## src/rtl/lsu_mem_ctrl.sv

```systemverilog
// ---------------------------------------------------------------------------
// lsu_mem_ctrl
//   Load/store controller between the CPU MEM stage and a word-addressed,
//   two-cycle BRAM (data_memory). It takes one byte/half/word request at a
//   time, drives the memory port from latched request state, and returns
//   sign/zero-extended load data. Sub-word stores are read-modify-write.
//
//   Optional feature macro: LSU_MISALIGN_CHK_EN
//     defined   : misaligned half/word requests skip memory and complete
//                 with resp_err=1 one cycle after acceptance.
//     undefined : resp_err is tied 0 and misaligned requests are forced to
//                 natural alignment (half uses addr[1], word ignores [1:0]).
//
//   Ports
//     clk, rst_n            clock, asynchronous active-low reset
//     req_valid/we/size/signed/addr/wdata   request from MEM stage
//     busy                  request in flight, upstream must stall
//     resp_valid/rdata/err  one-cycle completion pulse and load data
//     mem_address/data_in/write/read        data_memory command port
//     mem_data_out, mem_stall               data_memory read data, stall
// ---------------------------------------------------------------------------
module lsu_mem_ctrl #(
   parameter int WIDTH = 16
) (
   input  logic             clk,
   input  logic             rst_n,
   input  logic             req_valid,
   input  logic             req_we,
   input  logic [1:0]       req_size,
   input  logic             req_signed,
   input  logic [31:0]      req_addr,
   input  logic [31:0]      req_wdata,
   output logic             busy,
   output logic             resp_valid,
   output logic [31:0]      resp_rdata,
   output logic             resp_err,
   output logic [WIDTH-1:0] mem_address,
   output logic [31:0]      mem_data_in,
   output logic             mem_write,
   output logic             mem_read,
   input  logic [31:0]      mem_data_out,
   input  logic             mem_stall
);

   typedef enum logic [1:0] {IDLE, RD, WR, RESP} state_t;

   state_t      state_reg;
   logic        req_we_reg;
   logic [1:0]  req_size_reg;
   logic        req_signed_reg;
   logic [1:0]  addr_lo_reg;
   logic [31:0] req_wdata_reg;
   logic [31:0] rdata_q_reg;
   logic        busy_reg;
   logic        resp_valid_reg;
   logic        resp_err_reg;
   logic        mem_read_reg;
   logic        mem_write_reg;
   logic [WIDTH-1:0] mem_address_reg;
   logic [31:0] mem_data_in_reg;

   // Address bits above the word-address window are deliberately dropped.
   logic unused_addr_hi;
   assign unused_addr_hi = ^req_addr[31:WIDTH+2];

   // Insert the store lane(s) into the word just read from memory.
   function automatic logic [31:0] merge_lane(input logic [31:0] word,
                                              input logic [1:0]  size,
                                              input logic [1:0]  lo,
                                              input logic [31:0] wdata);
      logic [31:0] m;
      m = word;
      if (size == 2'b00) begin
         case (lo)
            2'd0:    m[7:0]   = wdata[7:0];
            2'd1:    m[15:8]  = wdata[7:0];
            2'd2:    m[23:16] = wdata[7:0];
            default: m[31:24] = wdata[7:0];
         endcase
      end else if (size == 2'b01) begin
         if (lo[1]) m[31:16] = wdata[15:0];
         else       m[15:0]  = wdata[15:0];
      end else begin
         m = wdata;
      end
      return m;
   endfunction

   // Shift the addressed lane down to bit 0 and extend it.
   function automatic logic [31:0] extract_lane(input logic [31:0] word,
                                                input logic [1:0]  size,
                                                input logic        sgn,
                                                input logic [1:0]  lo);
      logic [31:0] sh;
      logic [31:0] r;
      r = word;
      if (size == 2'b00) begin
         sh = word >> {lo, 3'b000};
         r  = {{24{sgn & sh[7]}}, sh[7:0]};
      end else if (size == 2'b01) begin
         sh = word >> {lo[1], 4'b0000};
         r  = {{16{sgn & sh[15]}}, sh[15:0]};
      end
      return r;
   endfunction

   logic misalign;
`ifdef LSU_MISALIGN_CHK_EN
   always_comb begin
      misalign = 1'b0;
      if (req_size == 2'b01)
         misalign = req_addr[0];
      else if (req_size[1])
         misalign = (req_addr[1:0] != 2'b00);
   end
`else
   assign misalign = 1'b0;
`endif

   always_ff @(posedge clk or negedge rst_n) begin
      if (!rst_n) begin
         state_reg       <= IDLE;
         req_we_reg      <= 1'b0;
         req_size_reg    <= 2'b00;
         req_signed_reg  <= 1'b0;
         addr_lo_reg     <= 2'b00;
         req_wdata_reg   <= '0;
         rdata_q_reg     <= '0;
         busy_reg        <= 1'b0;
         resp_valid_reg  <= 1'b0;
         resp_err_reg    <= 1'b0;
         mem_read_reg    <= 1'b0;
         mem_write_reg   <= 1'b0;
         mem_address_reg <= '0;
         mem_data_in_reg <= '0;
      end else begin
         case (state_reg)
            IDLE: begin
               if (req_valid) begin
                  req_we_reg      <= req_we;
                  req_size_reg    <= req_size;
                  req_signed_reg  <= req_signed;
                  addr_lo_reg     <= req_addr[1:0];
                  req_wdata_reg   <= req_wdata;
                  rdata_q_reg     <= '0;
                  mem_address_reg <= req_addr[WIDTH+1:2];
                  busy_reg        <= 1'b1;
                  if (misalign) begin
                     state_reg      <= RESP;
                     resp_valid_reg <= 1'b1;
                     resp_err_reg   <= 1'b1;
                  end else if (req_we && req_size[1]) begin
                     state_reg       <= WR;
                     mem_write_reg   <= 1'b1;
                     mem_data_in_reg <= req_wdata;
                  end else begin
                     state_reg    <= RD;
                     mem_read_reg <= 1'b1;
                  end
               end
            end
            RD: begin
               if (!mem_stall) begin
                  rdata_q_reg  <= mem_data_out;
                  mem_read_reg <= 1'b0;
                  if (req_we_reg) begin
                     state_reg       <= WR;
                     mem_write_reg   <= 1'b1;
                     mem_data_in_reg <= merge_lane(mem_data_out, req_size_reg,
                                                   addr_lo_reg, req_wdata_reg);
                  end else begin
                     state_reg      <= RESP;
                     resp_valid_reg <= 1'b1;
                  end
               end
            end
            WR: begin
               if (!mem_stall) begin
                  mem_write_reg  <= 1'b0;
                  state_reg      <= RESP;
                  resp_valid_reg <= 1'b1;
               end
            end
            default: begin
               state_reg      <= IDLE;
               busy_reg       <= 1'b0;
               resp_valid_reg <= 1'b0;
               resp_err_reg   <= 1'b0;
            end
         endcase
      end
   end

   // Load data is only presented with the response; stores and errored
   // requests return zero.
   always_comb begin
      resp_rdata = '0;
      if (resp_valid_reg && !req_we_reg && !resp_err_reg)
         resp_rdata = extract_lane(rdata_q_reg, req_size_reg, req_signed_reg,
                                   addr_lo_reg);
   end

   assign busy        = busy_reg;
   assign resp_valid  = resp_valid_reg;
   assign resp_err    = resp_err_reg;
   assign mem_read    = mem_read_reg;
   assign mem_write   = mem_write_reg;
   assign mem_address = mem_address_reg;
   assign mem_data_in = mem_data_in_reg;

endmodule

```

## config.mk

```make
export PLATFORM = sky130hd
export DESIGN_NAME = lsu_mem_ctrl
export DESIGN_NICKNAME = d
export VERILOG_FILES = /design/src/rtl/lsu_mem_ctrl.sv
export SDC_FILE = /design/constraint.sdc
export NUM_CORES = 1
export LEC_CHECK = 0
export BUFFER_PORTS_ARGS = -buffer_cell sky130_fd_sc_hd__buf_2
export CAP_MARGIN = 20
export CORE_UTILIZATION = 53
export DETAILED_ROUTE_END_ITERATION = 10
export PLACE_DENSITY = 0.8
export SLEW_MARGIN = 10
export SYNTH_ARGS = -nofsm -noshare
export SYNTH_HDL_FRONTEND = slang
export SYNTH_SLANG_ARGS = --single-unit
```

## constraint.sdc

```tcl
create_clock -name clk -period 2.7 [get_ports clk]
set_clock_uncertainty 0.15 [all_clocks]
set_input_delay 0.405 -clock clk [delete_from_list [all_inputs] [get_ports clk]]
set_output_delay 0.405 -clock clk [all_outputs]
set_load 0.01 [all_outputs]
```

==> key figures, run 1 <==
Run status
  – Outcome: completed

Critical path
  – CP Buf/Inv Count: 2
  – CP required: 2.14 ns
  – CP endpoint kind: output port
  – Crit-path max FO: 16
  – Arr. time, crit path: 2.05 ns
  – Crit path depth: 6
  – Crit path launch: addr_lo_reg[1]
  – CP top delay family: flip-flops
  – Worst path slowest cell: dfrtp_1
  – Crit-path cells: mux2_4, or3_4, a31oi_4, buf_12, nor3_1, buf_2
  – Worst path max stage delay: 0.40 ns
  – R2r worst-path depth: 6
  – Startpoint types: flip-flop
  – Reg-to-reg startpoint: state_reg[0]
  – R2r endpoint: mem_data_in[3]
  – R2R Setup Slk: 0.34 ns
  – Crit Path Category: reg -> out
  – Worst setup path end: resp_rdata[27]

Logic synthesis
  – Yosys reg bits: 124
  – Synth Instances: 600
  – Number of synthesized flops with an enable pin: 0
  – Syn avg cell area: 11.0 um2
  – Post-synthesis cell type count: 51
  – Primary FF master, synth: dfrtp_1
  – Leading area contributor after synthesis: dfrtp_1
  – Synth top area cells: dfrtp_1, mux2_2, a22o_1
  – Ys async rst share: 100%
  – Netlist Area Pre-Place: 0.00658 mm2
  – Part of the Yosys area used for sequential elements: 47.2%
  – Yosys warnings: 0
  – Top cell type's share of synthesized area: 47.2%
  – Syn Nets: 710

Cells and area
  – Share of cells above drive strength 1: 39.7%
  – Fillers: 893
  – Area Growth Syn to Fin: 26.3%
  – NumNets Final: 876
  – Most common cell after layout, fill and taps aside: buf_2
  – Most frequent cells in the layout: buf_2, dfrtp_1, mux2_2

Pwr
  – PwrDens: 1420 mW/mm2
  – Peak VDD IR: 779 uV
  – Leak Pwr: 3.93 nW

Routing
  – Final wirelength: 19900 um
  – Routed wl met3: 1910 um
  – # DRC: 0
  – Met1 Wirelength: 7840 um
  – DR iter-0 viols: 639
  – DR WL/cell: 21.0 um
  – Drt pass-1 iters: 7
  – Antenna-violating nets left: 0
  – Via Count: 5923
  – Uppermost layer routed: met4
  – Met2 routed WL: 9370 um
  – Vias per cell: 6.25

Timing
  – Worst hold margin: 0.0669 ns
  – Slew HR: 58.3%
  – Final setup viols: 0
  – Actual slew at the worst max-slew pin: 0.626 ns
  – Final Hold Violating Endpoints: 0
  – Tcrit/Tclk final: 96.5%
  – Setup TNS: 0 ns
  – Unrepaired setup endpoints after global routing: false
  – Max-slew violations: 0
  – Fmax: 384 MHz
  – Post-layout min period: 2.61 ns

Place
  – Hpwl dp: 14500 um
  – Gpl congestion: 0.930
  – IO buf count: 173

Floorplanning
  – Die Area: 0.0129 mm2
  – Die height: 113 um
  – Chip width: 113 um
  – Core area: 0.0121 mm2
  – Initial Utilization: 54.5%
  – Ports: 189
  – Site row count: 40

GRT
  – Number of global-route vias before repair: 5870
  – Gr usage total: 32.4%
  – First-pass GRT wire length: 31500 um
  – Largest net degree at the start of global routing: 64
  – Initial antenna violation count: 1
  – Total gr overflow: 0

Clock network
  – Clock Sinks: 124
  – CTS clock-pin slew for the worst setup and hold paths: 0.05 ns
  – CTS tree: done
  – Clock buffer depth: 2
  – H-tree lvl count: 4
  – Root Buffer: clkbuf_16
  – Worst-skew pair later-pin latency: 0.42 ns
  – CTS Buf Count: 17

Flow run
  – Max cap viols: 0

Hold path
  – Worst hold path stage count: 2
  – Hold/Removal Path Class: in -> reg
worst min path at each step:
| stage | from | endpoint | slack [ns] |
|---|---|---|---|
| 3_3_place_gp | rst_n | rdata_q_reg[31] | 0.25 |
| 2_1_floorplan | rst_n | addr_lo_reg[0] | -0.04 |
| 6_report | req_addr[13] | mem_address[11] | 0.07 |
| 3_5_place_dp | rst_n | mem_read | 0.27 |
| 4_1_cts | req_addr[13] | mem_address[11] | 0.05 |
| 5_1_grt | req_addr[10] | mem_address[8] | 0.06 |
per-layer routing:
metal  up-vias  GRT usage (%)
li1       2620              -
met1      2842           41.9
met2       387           51.2
met3        74           7.81
met4         0           16.3
met5         -              0
stage by stage:
stage	setup slack (ns)	total power, mW	instance area, um2	instances	utilization, %
2_1_floorplan	0.565	7.38	6580	600	-
3_3_place_gp	0.326	8.96	7620	912	63.2
3_5_place_dp	0.182	9.20	7620	912	63.2
4_1_cts	-0.0909	11.7	8270	946	68.6
5_1_grt	0.000286	12.5	8300	948	68.8
6_report	0.0939	11.8	8300	948	68.8
kinds of logic after synthesis:
logic type	Yosys count	share of synthesized area, %
buffers and inverters	58	4.11
DFF	124	47.2
adders and majority gates	6	1.14
and+or+nand+nor	141	11.0
muxes	98	16.3
AOI/OAI and AO/OA	172	20.2
other	1	0.0570
synthesized netlist by cell type (all sizes together) (6+ instances only):
master   number
inv           6
o31ai         6
nand3        10
buf          27
nor2         23
a21boi        6
a21oi         9
mux2i        30
o211ai       22
a31oi        18
o311ai        6
nor2b        20
clkbuf       25
o21ai        21
nand2        32
and3          6
mux2         68
ha            6
o2bb2ai       8
o22a          9
a222oi        7
nand2b       10
dfrtp       124
a22o         40
nor3         23
nand4         8
timing repair:
item | CTS | global route
endpoints found under the hold margin | 35 | 0
pin swaps | 1 | 1
gates resized for setup | 0 | 8
setup endpoints to repair | 27 | 32
buffers inserted | 1 | 0
hold buffers | 1 | 0
power breakdown:
group          switching [mW]  total (mW)  internal, mW
logic                    3.12        5.70          2.58
registers               0.895        3.73          2.83
clock network           0.815        2.37          1.55
total                    4.83        11.8          6.97
cell type report:
class | count | area [um2] | share of cell area (%)
multi-input cells | 418 | 3230 | 38.9
flip-flops and latches | 124 | 3110 | 37.4
clock inverters | 13 | 173 | 2.08
well taps | 168 | 210 | 2.53
inverters | 6 | 22.5 | 0.271
diodes | 1 | 2.50 | 0.0301
repair buffers | 199 | 1120 | 13.5
clock buffers | 19 | 443 | 5.33
Power figures use the tool's default switching activity.
==> run 2: changes to the inputs <==
Settings changed: CELL_PAD_IN_SITES_DETAIL_PLACEMENT set to 0, CELL_PAD_IN_SITES_GLOBAL_PLACEMENT set to 2, CORE_UTILIZATION 53 to 33, MAX_ROUTING_LAYER set to met4.
==> key figures, run 2 (synthesis gave the netlist of run 1 again) <==
Critical path
  – Arr. time, crit path: 2.09 ns (+0.04 ns)
  – Crit path launch: addr_lo_reg[1]
  – CP endpoint kind: output port
  – Startpoint types: flip-flop
  – Crit-path max FO: 16 (unchanged)
  – CP required: 2.14 ns (about the same)
  – Reg-to-reg startpoint: state_reg[0]
  – Crit Path Category: reg -> out

GRT
  – Number of global-route vias before repair: 5683 (-3.2%)
  – Gr usage total: 22.9% (-9.5 points)
  – Largest net degree at the start of global routing: 47 (-27%)
  – First-pass GRT wire length: 33700 um (+6.8%)
  – Total gr overflow: 0 (unchanged)
  – Initial antenna violation count: 0 (-1)

Clock network
  – Clock buffer depth: 2 (unchanged)
  – H-tree lvl count: 4 (unchanged)
  – CTS Buf Count: 17 (unchanged)
  – CTS tree: done
  – Clock Sinks: 124 (unchanged)
  – CTS clock-pin slew for the worst setup and hold paths: 0.06 ns (about the same)
  – Root Buffer: clkbuf_16
  – Worst-skew pair later-pin latency: 0.41 ns (about the same)

Place
  – IO buf count: 173 (unchanged)
  – Hpwl dp: 16000 um (+10%)
  – Gpl congestion: 0.840 (-9.7%)
  – Pre-CTS WS: 0.326 ns (+0.144 ns)

Cells and area
  – Fillers: 1926 (+120%)
  – NumNets Final: 879 (+0.34%)
  – Most common cell after layout, fill and taps aside: buf_2
  – FF/Latch Area: 0.00310 mm2 (about the same)
  – Multi-input gate area: 0.00323 mm2 (+0.12%)
  – Area Growth Syn to Fin: 27.6%
  – Most frequent cells in the layout: buf_2, dfrtp_1, mux2_2
  – # diodes: 0 (-1)
  – Share of cells above drive strength 1: 39.6% (-0.10 points)

Timing
  – Worst setup margin: 0.0565 ns (-0.0374 ns)
  – Tcrit/Tclk final: 97.9% (+1.4 points)
  – Actual slew at the worst max-slew pin: 0.565 ns (-0.0609 ns)
  – Max-slew violations: 0 (unchanged)
  – Slew HR: 62.4% (+4.1 points)
  – Fmax: 378 MHz (-1.4%)
  – Final Hold Violating Endpoints: 0 (unchanged)
  – Final setup viols: 0 (unchanged)
  – Post-layout min period: 2.64 ns (+0.0374 ns)
  – Unrepaired setup endpoints after global routing: true

Routing
  – Drt pass-1 iters: 5 (-2)
  – # DRC: 0 (unchanged)
  – Vias per cell: 5.46 (-13%)
  – DR iter-0 viols: 437 (-32%)
  – DR WL/cell: 20.8 um (-0.77%)
  – Final wirelength: 21800 um (+9.5%)
  – Antenna-violating nets left: 0 (unchanged)
  – Via Count: 5716 (-3.5%)

Floorplanning
  – Ports: 189 (unchanged)
  – Die height: 143 um (+26%)
  – Initial Utilization: 33.7% (-21 points)
  – Site row count: 51 (+28%)
  – Die Area: 0.0205 mm2 (+59%)
  – Core area: 0.0195 mm2 (+62%)
  – Chip width: 143 um (+26%)

Pwr
  – PwrDens: 1390 mW/mm2 (-2.1%)
  – Tot Pwr: 11.7 mW (-1.0%)
  – Leak Pwr: 3.93 nW (about the same)
  – Peak VDD IR: 571 uV (-27%)

Hold path
  – Hold_sp: req_addr[2]
  – Hold/Removal Path Class: in -> reg

Flow run
  – Max cap viols: 0 (unchanged)

Run status
  – Outcome: completed
## run 2: changes by cell type in the layout (fill, tap and decap cells not counted), sizes merged
| cell | delta |
|---|---|
| buf | +3 |
| bufinv | -3 |
| clkbuf | +3 |
| clkinvlp | -3 |
| clkinv | +2 |
| diode | -1 |
## run 2: metal layers
metal | GRT usage (%) | wire [um]
met1 | 32.1 | 10200
met2 | 33.4 | 9840
met3 | 4.59 | 1510
met4 | 6.17 | 259
met5 | - | 0
## run 2: worst paths after layout
| path | depth (start not counted) | slack [ns] | endpoint |
|---|---|---|---|
| worst max-delay path | 6 | 0.06 | resp_rdata[31] |
| worst min-delay path | 2 | 0.07 | mem_address[0] |
| worst max register to register | 6 | 0.38 | mem_data_in[7] |
| worst min register to register | 1 | 0.35 | mem_address[8] |
| max in group asynchronous | 3 | 1.34 | req_size_reg[1] |
| min in group asynchronous | 2 | 0.38 | rdata_q_reg[22] |
## run 2: final cells by class
cell class              count  share of cell area (%)
multi-input cells         418                    38.5
well taps                 265                    3.95
clock inverters             9                   0.835
repair buffers            202                    13.8
flip-flops and latches    124                    37.0
inverters                   6                   0.268
clock buffers              22                    5.65
## run 2: timing repair
item	CTS	global route
resized for setup	2	6
setup buffers	1	0
setup endpoints to repair	24	31
endpoints found under the hold margin	37	0
hold buffers	1	0
pin swaps	1	0
## run 2: through the flow
| stage | util (%) | instance area (um2) | std cells | hold WS (ns) | TNS [ns] |
|---|---|---|---|---|---|
| 5_1_grt | 43.0 | 8390 | 1046 | 0.0559 | -0.500 |
| 4_1_cts | 42.9 | 8370 | 1046 | 0.0522 | 0 |
| 3_5_place_dp | 39.9 | 7790 | 1013 | 0.282 | 0 |
| 3_3_place_gp | 39.9 | 7790 | 1013 | 0.272 | 0 |
| 6_report | 43.0 | 8390 | 1046 | 0.0699 | 0 |
| 2_1_floorplan | - | 6580 | 600 | -0.0406 | 0 |
## run 2: critical path, cell delays in order (launching register included)
cell and delay (ns):
dfrtp_1 0.42, mux2_4 0.33, or3_4 0.34, a31oi_4 0.21, buf_12 0.16, nor3_1 0.06, buf_2 0.15
## run 2: power by group
| group | switching [mW] | internal (mW) |
|---|---|---|
| combinational | 3.20 | 2.64 |
| sequential | 0.903 | 2.83 |
| clock | 0.791 | 1.32 |
